`config.mk`:
```
export PLATFORM = sky130hd
export DESIGN_NAME = max7219_spi_receiver
export DESIGN_NICKNAME = d
export VERILOG_FILES = /design/src/rtl/max7219_pkg.sv /design/src/rtl/sync_edge_detect.sv /design/src/rtl/max7219_spi_receiver.sv
export SDC_FILE = /design/constraint.sdc
export NUM_CORES = 1
export LEC_CHECK = 0
export ABC_AREA = 0
export BUFFER_PORTS_ARGS = -buffer_cell sky130_fd_sc_hd__clkbuf_2
export CAP_MARGIN = 20
export CORE_ASPECT_RATIO = 0.5
export CORE_MARGIN = 3
export CORE_UTILIZATION = 25
export CTS_CLUSTER_DIAMETER = 80
export DETAILED_ROUTE_END_ITERATION = 16
export PLACE_DENSITY = 0.48
export SLEW_MARGIN = 40
export SYNTH_ARGS = -nofsm -noshare
export SYNTH_HDL_FRONTEND = slang
export SYNTH_SLANG_ARGS = --single-unit
export TNS_END_PERCENT = 10
```
`constraint.sdc`:
```
create_clock -name clk -period 2.8 [get_ports clk]
set_clock_uncertainty 0.15 [all_clocks]
set_input_delay 0.14 -clock clk [delete_from_list [all_inputs] [get_ports clk]]
set_output_delay 0.14 -clock clk [all_outputs]
set_load 0.1 [all_outputs]
```
`src/rtl/max7219_pkg.sv`:
```
// Shared definitions for the MAX7219 serial link: register addresses, frame size
// and the receiver FSM encoding.
package max7219_pkg;

  localparam int FRAME_BITS = 16;

  localparam logic [3:0] NOOP      = 4'h0;
  localparam logic [3:0] DIGIT0    = 4'h1;
  localparam logic [3:0] DIGIT1    = 4'h2;
  localparam logic [3:0] DIGIT2    = 4'h3;
  localparam logic [3:0] DIGIT3    = 4'h4;
  localparam logic [3:0] DIGIT4    = 4'h5;
  localparam logic [3:0] DIGIT5    = 4'h6;
  localparam logic [3:0] DIGIT6    = 4'h7;
  localparam logic [3:0] DIGIT7    = 4'h8;
  localparam logic [3:0] DECODE    = 4'h9;
  localparam logic [3:0] INTENSITY = 4'hA;
  localparam logic [3:0] SCANLIMIT = 4'hB;
  localparam logic [3:0] SHUTDOWN  = 4'hC;
  localparam logic [3:0] TEST      = 4'hF;

  typedef enum logic [1:0] {
    ST_IDLE  = 2'd0,
    ST_SHIFT = 2'd1,
    ST_LATCH = 2'd2
  } rx_state_e;

endpackage

```
`src/rtl/sync_edge_detect.sv`:
```
// Multi-flop synchroniser for one asynchronous input, with one extra flop
// providing single-cycle rise/fall pulses on the synchronised level.
module sync_edge_detect #(
  parameter int   SYNC_STAGES = 2,
  parameter logic RESET_VAL   = 1'b0
) (
  input  logic clk,
  input  logic rst_n,
  input  logic i_async,
  output logic o_level,
  output logic o_rise,
  output logic o_fall
);

  logic [SYNC_STAGES-1:0] r_sync;
  logic                   r_prev;

  // NOTE: non-blocking assignments make every flop sample its predecessor's old
  // value, so the chain really delays by SYNC_STAGES cycles.
  always_ff @(posedge clk or negedge rst_n) begin
    if (!rst_n) begin
      r_sync <= {SYNC_STAGES{RESET_VAL}};
      r_prev <= RESET_VAL;
    end else begin
      r_sync <= {r_sync[SYNC_STAGES-2:0], i_async};
      r_prev <= r_sync[SYNC_STAGES-1];
    end
  end

  assign o_level = r_sync[SYNC_STAGES-1];
  assign o_rise  = o_level & ~r_prev;
  assign o_fall  = ~o_level & r_prev;

endmodule

```
`src/rtl/max7219_spi_receiver.sv`:
```
// Receiving end of the MAX7219 3-wire link: deserialises 16-bit frames and keeps
// a MAX7219-equivalent register file (8 digit rows plus control registers).
module max7219_spi_receiver
  import max7219_pkg::*;
#(
  parameter int   SYNC_STAGES    = 2,
  parameter logic RESET_SHUTDOWN = 1'b1
) (
  input  logic       clk,
  input  logic       rst_n,
  input  logic       spi_din,
  input  logic       spi_cs,
  input  logic       spi_sclk,
  output logic       spi_dout,
  output logic       frame_valid,
  output logic [3:0] frame_addr,
  output logic [7:0] frame_data,
  output logic       frame_err,
  input  logic [2:0] row_sel,
  output logic [7:0] row_data,
  output logic [7:0] decode_mode,
  output logic [3:0] intensity,
  output logic [2:0] scan_limit,
  output logic       shutdown,
  output logic       display_test
);

  logic w_cs_rise, w_cs_fall, w_cs_level_unused;
  logic w_sclk_rise, w_sclk_level_unused, w_sclk_fall_unused;
  logic w_din, w_din_rise_unused, w_din_fall_unused;

  sync_edge_detect #(.SYNC_STAGES(SYNC_STAGES), .RESET_VAL(1'b1)) u_sync_cs (
    .clk(clk), .rst_n(rst_n), .i_async(spi_cs),
    .o_level(w_cs_level_unused), .o_rise(w_cs_rise), .o_fall(w_cs_fall)
  );

  sync_edge_detect #(.SYNC_STAGES(SYNC_STAGES), .RESET_VAL(1'b0)) u_sync_sclk (
    .clk(clk), .rst_n(rst_n), .i_async(spi_sclk),
    .o_level(w_sclk_level_unused), .o_rise(w_sclk_rise), .o_fall(w_sclk_fall_unused)
  );

  sync_edge_detect #(.SYNC_STAGES(SYNC_STAGES), .RESET_VAL(1'b0)) u_sync_din (
    .clk(clk), .rst_n(rst_n), .i_async(spi_din),
    .o_level(w_din), .o_rise(w_din_rise_unused), .o_fall(w_din_fall_unused)
  );

  rx_state_e   r_state, w_state_nxt;
  logic        w_clear, w_shift_en, w_commit, w_reject;
  logic [15:0] r_shift;
  logic [4:0]  r_bit_cnt;

  always_ff @(posedge clk or negedge rst_n) begin
    if (!rst_n) r_state <= ST_IDLE;
    else        r_state <= w_state_nxt;
  end

  // NOTE: every signal gets a default before the case so no path leaves one
  // unassigned, which would otherwise infer a latch.
  always_comb begin
    w_state_nxt = r_state;
    w_clear     = 1'b0;
    w_shift_en  = 1'b0;
    w_commit    = 1'b0;
    w_reject    = 1'b0;
    case (r_state)
      ST_IDLE: begin
        if (w_cs_fall) begin
          w_clear     = 1'b1;
          w_state_nxt = ST_SHIFT;
        end
      end
      ST_SHIFT: begin
        // A coincident sclk edge is still shifted in as the frame closes.
        w_shift_en = w_sclk_rise;
        if (w_cs_rise) w_state_nxt = ST_LATCH;
      end
      ST_LATCH: begin
        w_state_nxt = ST_IDLE;
        if (r_bit_cnt >= 5'(FRAME_BITS)) w_commit = 1'b1;
        else                             w_reject = 1'b1;
      end
      default: w_state_nxt = ST_IDLE;
    endcase
  end

  always_ff @(posedge clk or negedge rst_n) begin
    if (!rst_n) begin
      r_shift   <= '0;
      r_bit_cnt <= '0;
    end else if (w_clear) begin
      r_shift   <= '0;
      r_bit_cnt <= '0;
    end else if (w_shift_en) begin
      r_shift <= {r_shift[14:0], w_din};
      if (r_bit_cnt != 5'd31) r_bit_cnt <= r_bit_cnt + 5'd1;
    end
  end

  assign spi_dout = r_shift[15];

  logic [3:0] w_addr;
  logic [7:0] w_data;
  logic [2:0] w_row_idx;
  logic       w_is_row;

  assign w_addr    = r_shift[11:8];
  assign w_data    = r_shift[7:0];
  assign w_row_idx = 3'(w_addr - DIGIT0);
  assign w_is_row  = (w_addr >= DIGIT0) && (w_addr <= DIGIT7);

  logic [7:0] r_rows [8];
  logic       r_frame_valid, r_frame_err, r_shutdown, r_display_test;
  logic [3:0] r_frame_addr, r_intensity;
  logic [7:0] r_frame_data, r_decode_mode, r_row_data;
  logic [2:0] r_scan_limit;

  // NOTE: the row array is reset explicitly because rows must read 0x00 after
  // reset; this costs a reset net per bit, so it stays flops rather than RAM.
  always_ff @(posedge clk or negedge rst_n) begin
    if (!rst_n) begin
      for (int i = 0; i < 8; i++) r_rows[i] <= '0;
      r_frame_valid  <= 1'b0;
      r_frame_err    <= 1'b0;
      r_frame_addr   <= '0;
      r_frame_data   <= '0;
      r_decode_mode  <= '0;
      r_intensity    <= '0;
      r_scan_limit   <= '0;
      r_shutdown     <= RESET_SHUTDOWN;
      r_display_test <= 1'b0;
      r_row_data     <= '0;
    end else begin
      r_frame_valid <= w_commit;
      r_frame_err   <= w_reject;
      r_row_data    <= r_rows[row_sel];
      if (w_commit) begin
        r_frame_addr <= w_addr;
        r_frame_data <= w_data;
        case (w_addr)
          DECODE:    r_decode_mode  <= w_data;
          INTENSITY: r_intensity    <= w_data[3:0];
          SCANLIMIT: r_scan_limit   <= w_data[2:0];
          SHUTDOWN:  r_shutdown     <= ~w_data[0];
          TEST:      r_display_test <= w_data[0];
          default:   if (w_is_row) r_rows[w_row_idx] <= w_data;
        endcase
      end
    end
  end

  assign frame_valid  = r_frame_valid;
  assign frame_err    = r_frame_err;
  assign frame_addr   = r_frame_addr;
  assign frame_data   = r_frame_data;
  assign row_data     = r_row_data;
  assign decode_mode  = r_decode_mode;
  assign intensity    = r_intensity;
  assign scan_limit   = r_scan_limit;
  assign shutdown     = r_shutdown;
  assign display_test = r_display_test;

endmodule
```
# Word-level counts from Yosys, hierarchy flattened
# Cells that the tools add are included.
[totals] reg_bits=134 elab_cells=89 romBits=0 inputBits=8 memories=0 ram_bits=0 out_inout_bits=40 latch_bits=0
[classes] order_cmp=6 n_div=0 addsub=2 eq_ne=10 n_mux=21 n_bitwise=10 shifts=0 mul=0 n_reduce_logical=14
[ops] operator="$bwmux W64" count=1
[ops] operator="$mux W16" count=2
[ops] operator="$bmux W8 S3" count=1
[ops] operator="$demux W8 S3" count=1
[ops] operator="$mux W8" count=3
[ops] operator="$eq A4 B4 Y1 const B" count=5
[ops] operator="$mux W5" count=3
[ops] operator="$reduce_and A2 Y1" count=7
[ops] operator="$ge A4 B4 Y1 const B" count=2
[ops] operator="$not A3 Y4" count=2
[ops] operator="$mux W1" count=7
[ops] operator="$add A5 B1 Y5 const B" count=1
[ops] operator="$ge A5 B5 Y1 const B" count=1
[ops] operator="$ne A5 B5 Y1 const B" count=1
[ops] operator="$not A1 Y1" count=5
[ops] operator="$reduce_or A5 Y1" count=1
[ops] operator="$ge A4 B1 Y1 const B" count=1
[ops] operator="$le A4 B4 Y1 const B" count=1
[ops] operator="$lt A4 B1 Y1 const B" count=1
[ops] operator="$mux W2" count=2
[ops] operator="$ne A2 B1 Y1 const B" count=2
[ops] operator="$pmux W2 S2" count=1
[ops] operator="$reduce_bool A2 Y1" count=2
[ops] operator="$and A1 B1 Y1" count=3
[ops] operator="other kinds (6)" count=7

# Depth between registers and ports, before layout
# Gate-level depths: netlist of the first run.
[depth] ltp_word=7 ltp_mapped=8 mapped_depth_nobuf=7

# By module
# Synthesis of the first run repeated with hierarchy kept, for this count alone.
[hier_totals] cells_unflattened=421 area_unflattened_um2=5824.3
[modules_own_cells] mod="max7219_spi_receiver" area_per_inst_um2=5550.3 n_inst=1 cells_per_inst=406 seq_area_each_um2=3154.3
[modules_own_cells] mod="sync_edge_detect (u_sync_din ...)" area_per_inst_um2=90.1 n_inst=2 cells_per_inst=5 seq_area_each_um2=75.1
[modules_own_cells] mod="sync_edge_detect (u_sync_cs)" area_per_inst_um2=93.8 n_inst=1 cells_per_inst=5 seq_area_each_um2=78.8

# Least setup slack after synthesis of the first run
# No wires, ideal clock.
[synth_timing] path_type="reg2reg" startpoint="reg r_shift[8]" endpoint="reg r_rows[0] (netlist name)" synth_period_minus_slack_ns=2.558 path_stages_with_launch=9 n_path_buf=1 arrival_time_ns=2.282 setup_ns=0.125 setup_slack_ns=0.242 required_time_ns=2.525 path_cell_list="dfrtp_1 -> inv_1 -> ha_1 -> inv_1 -> or3_1 -> a21o_1 -> or4_4 -> buf_6 -> mux2_4"
[synth_via] elab_chain_cells=7 word_cells_on_any_way=19 classes_between="add/sub (1); order compare (4); eq/ne (5); mux (3); bitwise (2); reduce/logical (4)"
[synth_rtl] element="start, declared" line_no="max7219_spi_receiver.sv:49" text="logic [15:0] r_shift;"
[synth_rtl] element="start signal, assigned" line_no="max7219_spi_receiver.sv:94" text="r_shift <= {r_shift[14:0], w_din};"
[synth_rtl] element="$sub A3 B1 Y3" line_no="max7219_spi_receiver.sv:108" text="assign w_row_idx = 3'(w_addr - DIGIT0);"
[synth_rtl] element="$not A3 Y4 (not written as such)" line_no="max7219_spi_receiver.sv:145" text="default: if (w_is_row) r_rows[w_row_idx] <= w_data;"
[synth_rtl] element="$ge A4 B4 Y1 (not written as such) / $lt A4 B1 Y1 (equally long branches)" line_no="max7219_spi_receiver.sv:145"
[synth_rtl] element="$logic_and A1 B1 Y1 (not written as such)" line_no="max7219_spi_receiver.sv:145"
[synth_rtl] element="$mux W8 (not written as such)" line_no="max7219_spi_receiver.sv:145"
[synth_rtl] element="$demux W8 S3" line_no="max7219_spi_receiver.sv:145"
[synth_rtl] element="$bwmux W64" line_no="max7219_spi_receiver.sv:145"
[synth_rtl] element="end signal, assigned by index" line_no="max7219_spi_receiver.sv:145"
[synth_rtl] element="end, declared" line_no="max7219_spi_receiver.sv:111" text="logic [7:0] r_rows [8];"
# Several ways; a longest one is shown, not always the timed one.
# A chain may end at the register's enable or synchronous reset.

# Worst setup path in the final report of the first run
[layout_timing] startpoint="reg r_shift[9]" endpoint="reg r_rows[39] (netlist name)"
# Same word-level chain as after synthesis.

==> impl_metrics.py, run 1 <==
metrics = {
    "timing": {
        "rsz0062_at_grt": "no",
        "period_needed_ns": 2.528,
        "whs_ns": 0.07516,
        "worst_pin_slew_ns": 0.6725,
        "finalMaxSlewViolations": 0,
        "fin_tns_setup_ns": 0,
        "fmax_ghz": 0.3955,
        "hold_viol_final": 0,
        "setup_violations": 0,
        "slew_headroom_pct": 55.17,
        "fin_crit_sh_pct": 90.30,
        "setup_slack_ns": 0.2717,
    },
    "setup_path": {
        "cp.required_ns": 2.95,
        "path_max_fanout": 8,
        "crit_family": "simple AND/OR/NAND/NOR gates",
        "worstSetupPathType": "reg2reg",
        "crit_arrival_ns": 2.67,
        "cp-start-kind": "flop",
        "r2r-start": "r_shift[9]$_DFFE_PN0P_",
        "cpMaxStageDelayCell": "or4_1",
        "crit_chain": "inv_1, ha_1, nand2b_1, a211oi_1, a31oi_1, or4_1, mux2_2",
        "rrSetupSlack_ns": 0.27,
        "cp-end-kind": "flop",
        "cp_num_buf_inv": 1,
        "crit_start": "r_shift[9]$_DFFE_PN0P_",
        "cp_slowest_stage_delay_ns": 0.71,
    },
    "pwr": {
        "internal_power_mw": 3.655,
        "p_comb_share_pct": 3.2,
        "p_switching_mw": 0.9562,
        "p_total_mw": 4.611,
        "p_sw_share_pct": 20.74,
        "p_clk_share_pct": 52.7,
        "p_seq_share_pct": 44.1,
        "power.density_nw_per_um2": 661.6,
        "p_leak_nw": 3.404,
        "vdd_drop_max_mv": 0.3536,
    },
    "drt": {
        "dr.pass1.iters": 4,
        "drtIter0Drc": 167,
        "drc": 0,
        "postRouteAntennaNets": 0,
        "postRouteWirelength_um": 12600,
        "vias_per_cell": 4.272,
        "wl_per_cell_um": 16.07,
        "vias": 3349,
    },
    "synthesis": {
        "synth_cell_types": 40,
        "syn_area_um2": 5653,
        "synth_warnings": 0,
        "yosys_register_bits": 134,
        "synth_fp_nets": 429,
        "synthCells": 414,
        "synth_seq_area_share_pct": 59.41,
        "synth_area_per_cell_um2": 13.65,
    },
    "cells_and_area": {
        "utilization_pct": 31.80,
        "n_antenna_cell": 0,
        "area_growth_pct": 23.31,
        "drive_gt1_share_pct": 43.39,
        "nets": 486,
        "fin_cells": 784,
        "fill_cells": 2147,
        "post-route-cell-area_um2": 6970,
    },
    "placed_design": {
        "gp_congestion": 0.7384,
        "dpl_cell_area_um2": 6276,
        "portBuffers": 47,
        "dp_hpwl_um": 8029,
        "placed_cells": 748,
        "post-place-ws_ns": 0.2664,
    },
    "die": {
        "core.rowCount": 38,
        "core_um2": 21920,
        "dieArea_um2": 24560,
        "io_pins": 48,
        "start_util_pct": 25.79,
        "fp.dieW_um": 218.7,
        "dieHeight_um": 112.3,
    },
    "grt": {
        "grt_pass1_wl_um": 20690,
        "grt_overflow": 0,
        "grt_pass1_vias": 3634,
        "antenna_found_initial": 0,
        "grt_usage_pct": 11.07,
        "grt_max_degree": 56,
    },
    "clock_tree": {
        "post_cts_buffers": 0,
        "clock_path_buffers": 2,
        "clock_latency_ns": 0.41,
        "clkSinkCount": 134,
        "cts_buffers": 17,
        "cts_tree": "built",
        "path_clk_slew_ns": 0.06,
        "cts_root_buf": "clkbuf_16",
        "h-tree-depth": 4,
    },
    "outcome": {
        "run_status": "completed",
    },
    "flow_run": {
        "max_cap_violations": 0,
    },
    "worst_hold_path": {
        "min_path_type": "in2reg",
        "hold_start": "row_sel[2]",
    },
}
## repair_timing
action | 4_1_cts | 5_1_grt
hold buffers | 4 | 0
setup endpoints to repair | 0 | 0
gates resized for setup | 0 | 0
hold endpoints to repair | 55 | 0
## worst reg2reg max path: cells and delay by family, from the launching register on
family	cells	cell delay, ns
buffers and inverters	1	0.11
adder cells (fa/ha/maj)	1	0.22
AO/OA/AOI/OAI	2	0.31
flip-flops	1	0.40
multiplexers	1	0.35
AND/OR/NAND/NOR	2	0.86
## final cells by class
class	count	area [um2]	share of cell area, %
Inverter	6	22.52	0.3231
Timing Repair Buffer	67	401.6	5.762
Sequential cell	134	3358	48.18
Clock buffer	25	515.5	7.395
Tap cell	300	375.4	5.385
Clock inverter	7	138.9	1.992
Multi-Input combinational cell	245	2158	30.96
## cell usage after synthesis
| library cell | number | area share, % |
|---|---|---|
| or4_4 | 1 | 0.20 |
| nand2_1 | 70 | 4.6 |
| xor2_1 | 2 | 0.31 |
| and3_2 | 1 | 0.13 |
| ha_1 | 7 | 1.5 |
| a31oi_1 | 1 | 0.11 |
| nand4_1 | 2 | 0.22 |
| buf_6 | 2 | 0.40 |
| nor2b_1 | 1 | 0.11 |
| dfrtp_1 | 130 | 58 |
| nand3_1 | 1 | 0.088 |
| inv_2 | 1 | 0.066 |
| nor3_2 | 2 | 0.35 |
| mux2_2 | 80 | 16 |
| a21oi_1 | 20 | 1.8 |
| a21o_1 | 1 | 0.13 |
| nor3_1 | 1 | 0.088 |
| nor2_1 | 4 | 0.27 |
| or3_1 | 3 | 0.33 |
| nor3b_1 | 2 | 0.27 |
| or4_1 | 2 | 0.27 |
| xnor2_1 | 1 | 0.15 |
| mux4_2 | 16 | 6.4 |
| nand3b_1 | 1 | 0.13 |
| nor4b_1 | 1 | 0.15 |
| a211oi_1 | 1 | 0.13 |
| nor4bb_1 | 1 | 0.18 |
| nand2b_1 | 1 | 0.11 |
| mux2_4 | 8 | 2.1 |
| and3_1 | 1 | 0.11 |
| nand4bb_1 | 1 | 0.20 |
| buf_2 | 1 | 0.088 |
| nor3b_2 | 1 | 0.22 |
| buf_1 | 2 | 0.13 |
| nor4_4 | 1 | 0.38 |
| o31ai_1 | 1 | 0.13 |
| dfstp_2 | 4 | 1.9 |
| o21ai_0 | 9 | 0.80 |
| clkbuf_1 | 24 | 1.6 |
| inv_1 | 5 | 0.33 |
## worst paths after layout
kind	end	cells after the start
worst max-delay path	r_rows[39]$_DFFE_PN0P_	7
worst min-delay path	row_data[3]$_DFF_PN0_	2
worst max register to register	r_rows[39]$_DFFE_PN0P_	7
worst min register to register	u_sync_sclk.r_sync[1]$_DFF_PN0_	0
max in group asynchronous	shutdown$_DFFE_PN1P_	3
min in group asynchronous	r_rows[3]$_DFFE_PN0P_	2
## per-layer routing
layer	up-vias	part of all wire [%]	global-route usage, %
met5	-	0	0
met4	0	1.8	4.226
met3	14	2.7	2.786
met2	33	49	17.92
met1	1738	47	14.42
li1	1564	-	-
## kinds of logic after synthesis
group / share of synthesized area (%)
buffers and inverters: 2.612
DFF: 59.41
xor gates and xnor gates: 0.4649
adders and majority gates: 1.549
AOI/OAI and AO/OA: 3.077
and+or+nand+nor: 8.455
muxes: 24.44
## power by group through the flow
stage	combinational [mW]	clock (mW)	sequential, mW
3_5_place_dp	0.148	0	2.07
4_1_cts	0.155	2.49	2.03
3_3_place_gp	0.148	0	2.07
6_report	0.149	2.43	2.03
2_1_floorplan	0.0890	0	2.03
5_1_grt	0.172	2.58	2.04
## sequential cells by signal, indices dropped and copies added, names as in the netlist, 2 cells and up
signal and flops:
decode_mode 8, r_state 2, u_sync_din.r_sync 2, r_rows 64, row_data 8, r_shift 16
frame_addr 4, scan_limit 3, u_sync_sclk.r_sync 2, u_sync_cs.r_sync 2, r_bit_cnt 5, frame_data 8
intensity 4
## placed cells by master, fill, tap and decap left out, types with 4 or more instances in the layout
cell           netlist  routed
dlygate4sd3_1        0       4
buf_4                0      16
mux2_2              80      80
mux4_2              16      16
inv_1                5       5
nor2_1               4       4
o21ai_0              9       9
clkbuf_16            0      17
ha_1                 7       7
mux2_4               8       8
clkbuf_2             0      46
a21oi_1             20      20
nand2_1             70      70
bufinv_16            0       4
clkbuf_8             0       6
dfrtp_1            130     130
dfstp_2              4       4
Power figures use the tool's default switching activity.
==> inputs of run 2 (changes only) <==
CTS_BUF_LIST = sky130_fd_sc_hd__clkbuf_8   (was unset)
==> run 2 against run 1 <==
Effect of this change:
- combinational power barely moved
- highest routed layer unchanged
- sequential share of layout area rose by 1.3 points
- critical path depth did not move
- final cell count rose by 0.13%
- sequential power barely moved
- worst setup slack got worse by 0.016 ns
- total power fell by 13%
- worst hold slack got worse by 0.0050 ns
- flip-flop and latch count did not move
==> impl_metrics.py, run 2 (synthesis gave the netlist of run 1 again) <==
metrics = {
    "timing": {
        "fin_tns_setup_ns": 0,
        "hold_viol_final": 0,
        "rsz0062_at_grt": "no",
        "slew_headroom_pct": 54.83,
        "setup_violations": 0,
        "period_needed_ns": 2.544,
        "finalMaxSlewViolations": 0,
        "whs_ns": 0.07014,
        "fmax_ghz": 0.3931,
        "fin_crit_sh_pct": 90.86,
        "worst_pin_slew_ns": 0.6776,
    },
    "die": {
        "core.rowCount": 38,
        "start_util_pct": 25.79,
        "io_pins": 48,
        "dieHeight_um": 112.3,
        "fp.dieW_um": 218.7,
        "dieArea_um2": 24560,
        "core_um2": 21920,
    },
    "clock_tree": {
        "cts_root_buf": "clkbuf_8",
        "path_clk_slew_ns": 0.08,
        "cts_buffers": 17,
        "post_cts_buffers": 0,
        "clock_latency_ns": 0.44,
        "cts-resized-gates": 0,
        "clkSinkCount": 134,
        "clock_path_buffers": 2,
        "cts_tree": "built",
        "h-tree-depth": 4,
    },
    "placed_design": {
        "portBuffers": 47,
        "gp_congestion": 0.7384,
        "dp_hpwl_um": 8029,
    },
    "drt": {
        "postRouteAntennaNets": 0,
        "vias_per_cell": 4.268,
        "wl_per_cell_um": 16.11,
        "postRouteWirelength_um": 12650,
        "vias": 3350,
        "drc": 0,
        "drtIter0Drc": 165,
        "dr.pass1.iters": 4,
    },
    "outcome": {
        "run_status": "completed",
    },
    "grt": {
        "antenna_found_initial": 0,
        "grt_overflow": 0,
        "grt_max_degree": 56,
        "grt_usage_pct": 11.05,
        "grt_pass1_wl_um": 20670,
        "grt_pass1_vias": 3622,
    },
    "cells_and_area": {
        "n_antenna_cell": 0,
        "area_growth_pct": 20.10,
        "drive_gt1_share_pct": 43.30,
        "reg.largest.list": "r_rows x64, r_shift x16",
        "final_cell_mix": "130 x dfrtp_1, 80 x mux2_2, 70 x nand2_1, 46 x clkbuf_2, 23 x clkbuf_8",
        "regMostFlops": "r_rows",
        "largest_reg_flops": 64,
        "nets": 487,
        "final_common_cell": "dfrtp_1",
    },
    "pwr": {
        "power.density_nw_per_um2": 591.8,
        "vdd_drop_max_mv": 0.2537,
        "p_total_mw": 4.018,
        "p_leak_nw": 3.330,
    },
    "setup_path": {
        "cp-start-kind": "flop",
        "worstSetupPathType": "reg2reg",
        "path_max_fanout": 8,
        "cp.required_ns": 2.98,
        "cp-end-kind": "flop",
        "crit_arrival_ns": 2.72,
    },
    "worst_hold_path": {
        "min_path_type": "in2async",
    },
    "flow_run": {
        "max_cap_violations": 0,
    },
}
[run 2: power breakdown]
group          switching, mW  total, mW  internal, mW
sequential            0.0612       2.03          1.97
clock                  0.732       1.84          1.11
combinational         0.0969      0.150        0.0532
[run 2: layer usage]
| metal | track usage [%] | wire [um] | part of all wire [%] |
|---|---|---|---|
| met1 | 14.38 | 5924 | 47 |
| met2 | 18.04 | 6232 | 49 |
| met3 | 2.948 | 355 | 2.8 |
| met4 | 3.622 | 137 | 1.1 |
| met5 | 0 | 0 | 0 |
[run 2: repair_timing]
action | 4_1_cts | 5_1_grt
hold buffers | 5 | 0
endpoints found under the hold margin | 56 | 0
setup endpoints to repair | 0 | 0
[run 2: path summary, 6_finish.rpt]
path	from	endpoint	slack, ns	cells past startpoint
setup / recovery	r_shift[9]$_DFFE_PN0P_	r_rows[39]$_DFFE_PN0P_	0.26	7
hold / removal	rst_n	r_rows[5]$_DFFE_PN0P_	0.07	2
setup reg to reg	r_shift[9]$_DFFE_PN0P_	r_rows[39]$_DFFE_PN0P_	0.26	7
hold reg to reg	u_sync_sclk.r_sync[0]$_DFF_PN0_	u_sync_sclk.r_sync[1]$_DFF_PN0_	0.20	0
max in group asynchronous	rst_n	shutdown$_DFFE_PN1P_	1.58	3
min in group clk	spi_cs	u_sync_cs.r_sync[0]$_DFF_PN1_	0.19	2
[run 2: metrics by stage]
stage,util (%),setup slack (ns),instances,instance area (um2)
finish,30.97,0.2561,785,6789
global route,30.97,0.07996,785,6789
CTS,30.97,0.2524,785,6789
detailed placement,28.63,0.2664,748,6276
global placement,28.63,0.3230,748,6276
floorplan,-,0.2425,414,5653
[run 2: worst max-delay path, cell delays in order, from the launching register on]
cell,delay (ns)
dfrtp_1,0.41
inv_1,0.11
ha_1,0.22
nand2b_1,0.15
a211oi_1,0.22
a31oi_1,0.09
or4_1,0.71
mux2_2,0.35
[run 2: layout make-up]
cell class | count | area, um2
Tap cell | 300 | 375.4
Timing Repair Buffer | 68 | 411.6
Clock buffer | 23 | 316.6
Fill cell | 2158 | 15130
Inverter | 6 | 22.52
Sequential cell | 134 | 3358
Multi-Input combinational cell | 245 | 2158
Clock inverter | 9 | 146.4
==> inputs of run 3 (changes only) <==
ABC_CLOCK_PERIOD_IN_PS = 3000   (was unset)
HOLD_SLACK_MARGIN = 0.12   (was unset)
clock period = 3 ns   (was 2.8 ns; I/O delays follow)
==> run 3 against run 2 <==
Effect of this change:
- combinational power shrank 3%
- global-route usage increased by 0.20 points
- total power increased by 1.9%
- final cell count is 0.51% lower
- via count is 1.3% lower
- clock power rose by 12%
==> impl_metrics.py, run 3 (synthesis gave the netlist of run 1 again) <==
metrics = {
    "grt": {
        "antenna_found_initial": 0,
        "grt_overflow": 0,
        "grt_pass1_vias": 3619,
        "grt_max_degree": 48,
        "grt_pass1_wl_um": 20990,
        "grt_usage_pct": 11.25,
    },
    "clock_tree": {
        "cts_root_buf": "clkbuf_8",
        "cts_buffers": 17,
        "clock_latency_ns": 0.44,
        "h-tree-depth": 4,
        "clock_path_buffers": 2,
        "cts_tree": "built",
        "path_clk_slew_ns": 0.07,
        "clkSinkCount": 134,
    },
    "worst_hold_path": {
        "min_path_type": "in2async",
    },
    "drt": {
        "vias": 3306,
        "postRouteWirelength_um": 12720,
        "dr.pass1.iters": 4,
        "route.met2.wl_um": 6169,
        "wl_met3_um": 303,
        "postRouteAntennaNets": 0,
        "drt-met1-wl_um": 6090,
        "drc": 0,
        "highest_layer": "met4",
        "drtIter0Drc": 163,
        "wl_per_cell_um": 16.28,
        "vias_per_cell": 4.233,
    },
    "die": {
        "dieArea_um2": 24560,
        "io_pins": 48,
        "core.rowCount": 38,
        "start_util_pct": 25.79,
        "core_um2": 21920,
        "fp.dieW_um": 218.7,
        "dieHeight_um": 112.3,
    },
    "outcome": {
        "run_status": "completed",
    },
    "setup_path": {
        "path_max_fanout": 9,
        "worstSetupPathType": "reg2reg",
        "cp.required_ns": 3.17,
        "cp-start-kind": "flop",
        "cp-end-kind": "flop",
        "crit_arrival_ns": 2.92,
    },
    "timing": {
        "fmax_ghz": 0.3624,
        "rsz0062_at_grt": "yes",
        "finalMaxSlewViolations": 0,
        "whs_ns": 0.1495,
        "fin_crit_sh_pct": 91.98,
        "hold_viol_final": 0,
        "slew_headroom_pct": 54.87,
        "worst_pin_slew_ns": 0.6770,
        "setup_violations": 0,
        "period_needed_ns": 2.759,
    },
    "cells_and_area": {
        "regMostFlops": "r_rows",
        "final_cell_mix": "130 x dfrtp_1, 80 x mux2_2, 70 x nand2_1, 46 x clkbuf_2, 20 x a21oi_1",
        "n_antenna_cell": 0,
        "reg.largest.list": "r_rows x64, r_shift x16",
        "post-route-cell-area_um2": 6875,
        "largest_reg_flops": 64,
        "area_growth_pct": 21.62,
        "nets": 483,
        "drive_gt1_share_pct": 43.24,
        "final_common_cell": "dfrtp_1",
        "fill_cells": 2198,
    },
    "pwr": {
        "p_sw_share_pct": 21.02,
        "p_seq_share_pct": 46.2,
        "vdd_drop_max_mv": 0.2413,
        "p_clk_share_pct": 50.2,
        "p_comb_share_pct": 3.6,
        "p_switching_mw": 0.8608,
        "internal_power_mw": 3.234,
        "p_leak_nw": 3.355,
        "power.density_nw_per_um2": 595.6,
    },
    "placed_design": {
        "dpl_cell_area_um2": 6238,
        "portBuffers": 47,
        "dp_hpwl_um": 7986,
        "gp_congestion": 0.7342,
    },
    "flow_run": {
        "max_cap_violations": 0,
    },
}
run 3: changes by cell type in the layout (fill, tap and decap cells not counted):
cell	previous run	this run
bufinv_16	4	9
buf_4	16	11
clkbuf_8	23	18
clkinv_2	2	0
or4_1	2	0
clkinv_4	1	3
or4_4	1	3
buf_16	0	1
run 3: worst paths after layout:
path                                                 start                         endpoint  slack [ns]  cells after the start
setup / recovery                    r_shift[8]$_DFFE_PN0P_            r_rows[3]$_DFFE_PN0P_        0.24                      7
hold / removal                                       rst_n    u_sync_cs.r_sync[1]$_DFF_PN1_        0.15                      2
setup reg to reg                    r_shift[8]$_DFFE_PN0P_            r_rows[3]$_DFFE_PN0P_        0.24                      7
hold reg to reg            u_sync_sclk.r_sync[0]$_DFF_PN0_  u_sync_sclk.r_sync[1]$_DFF_PN0_        0.20                      0
max in group asynchronous                            rst_n             shutdown$_DFFE_PN1P_        2.13                      3
min in group clk           u_sync_sclk.r_sync[0]$_DFF_PN0_  u_sync_sclk.r_sync[1]$_DFF_PN0_        0.20                      0
run 3: layout make-up:
type / count / area (um2) / area share (%)
repair buffers: 64 / 401.6 / 5.842
clock buffers: 18 / 247.7 / 3.603
clock inverters: 14 / 304.0 / 4.422
inverters: 6 / 22.52 / 0.3276
flip-flops and latches: 134 / 3358 / 48.84
multi-input cells: 245 / 2166 / 31.50
well taps: 300 / 375.4 / 5.460
run 3: what timing repair did:
item | 4_1_cts | 5_1_grt
hold buffers | 6 | 0
resized for setup | 0 | 2
setup endpoints to repair | 0 | 8
setup buffers | 0 | 0
hold endpoints to repair | 144 | 0
run 3: critical path: stages, from the launching register on:
cell,delay [ns]
dfrtp_1,0.48
inv_1,0.30
ha_1,0.24
inv_1,0.04
or3_1,0.29
a21o_1,0.23
or4_4,0.56
mux2_4,0.33
run 3: through the flow:
step	TNS [ns]	total power, mW	utilization, %	setup WS [ns]	cells
CTS	0	4.151	31.33	0.2547	781
global placement	0	2.066	28.46	0.3089	743
floorplan	0	1.979	-	0.4425	414
global route	-0.003283	4.246	31.37	-0.002549	781
finish	0	4.095	31.37	0.2407	781
detailed placement	0	2.068	28.46	0.2584	743
run 3: power by group through the flow:
stage	logic (mW)	clock network [mW]	registers, mW
2_1_floorplan	0.0830	0	1.90
3_3_place_gp	0.137	0	1.93
3_5_place_dp	0.138	0	1.93
4_1_cts	0.151	2.10	1.89
5_1_grt	0.169	2.18	1.90
6_report	0.145	2.06	1.89
run 3: layer usage:
metal | global-route usage, % | up-vias
met2 | 17.96 | 27
met4 | 3.622 | 0
li1 | - | 1553
met1 | 15.09 | 1714
met3 | 2.894 | 12
met5 | 0 | -
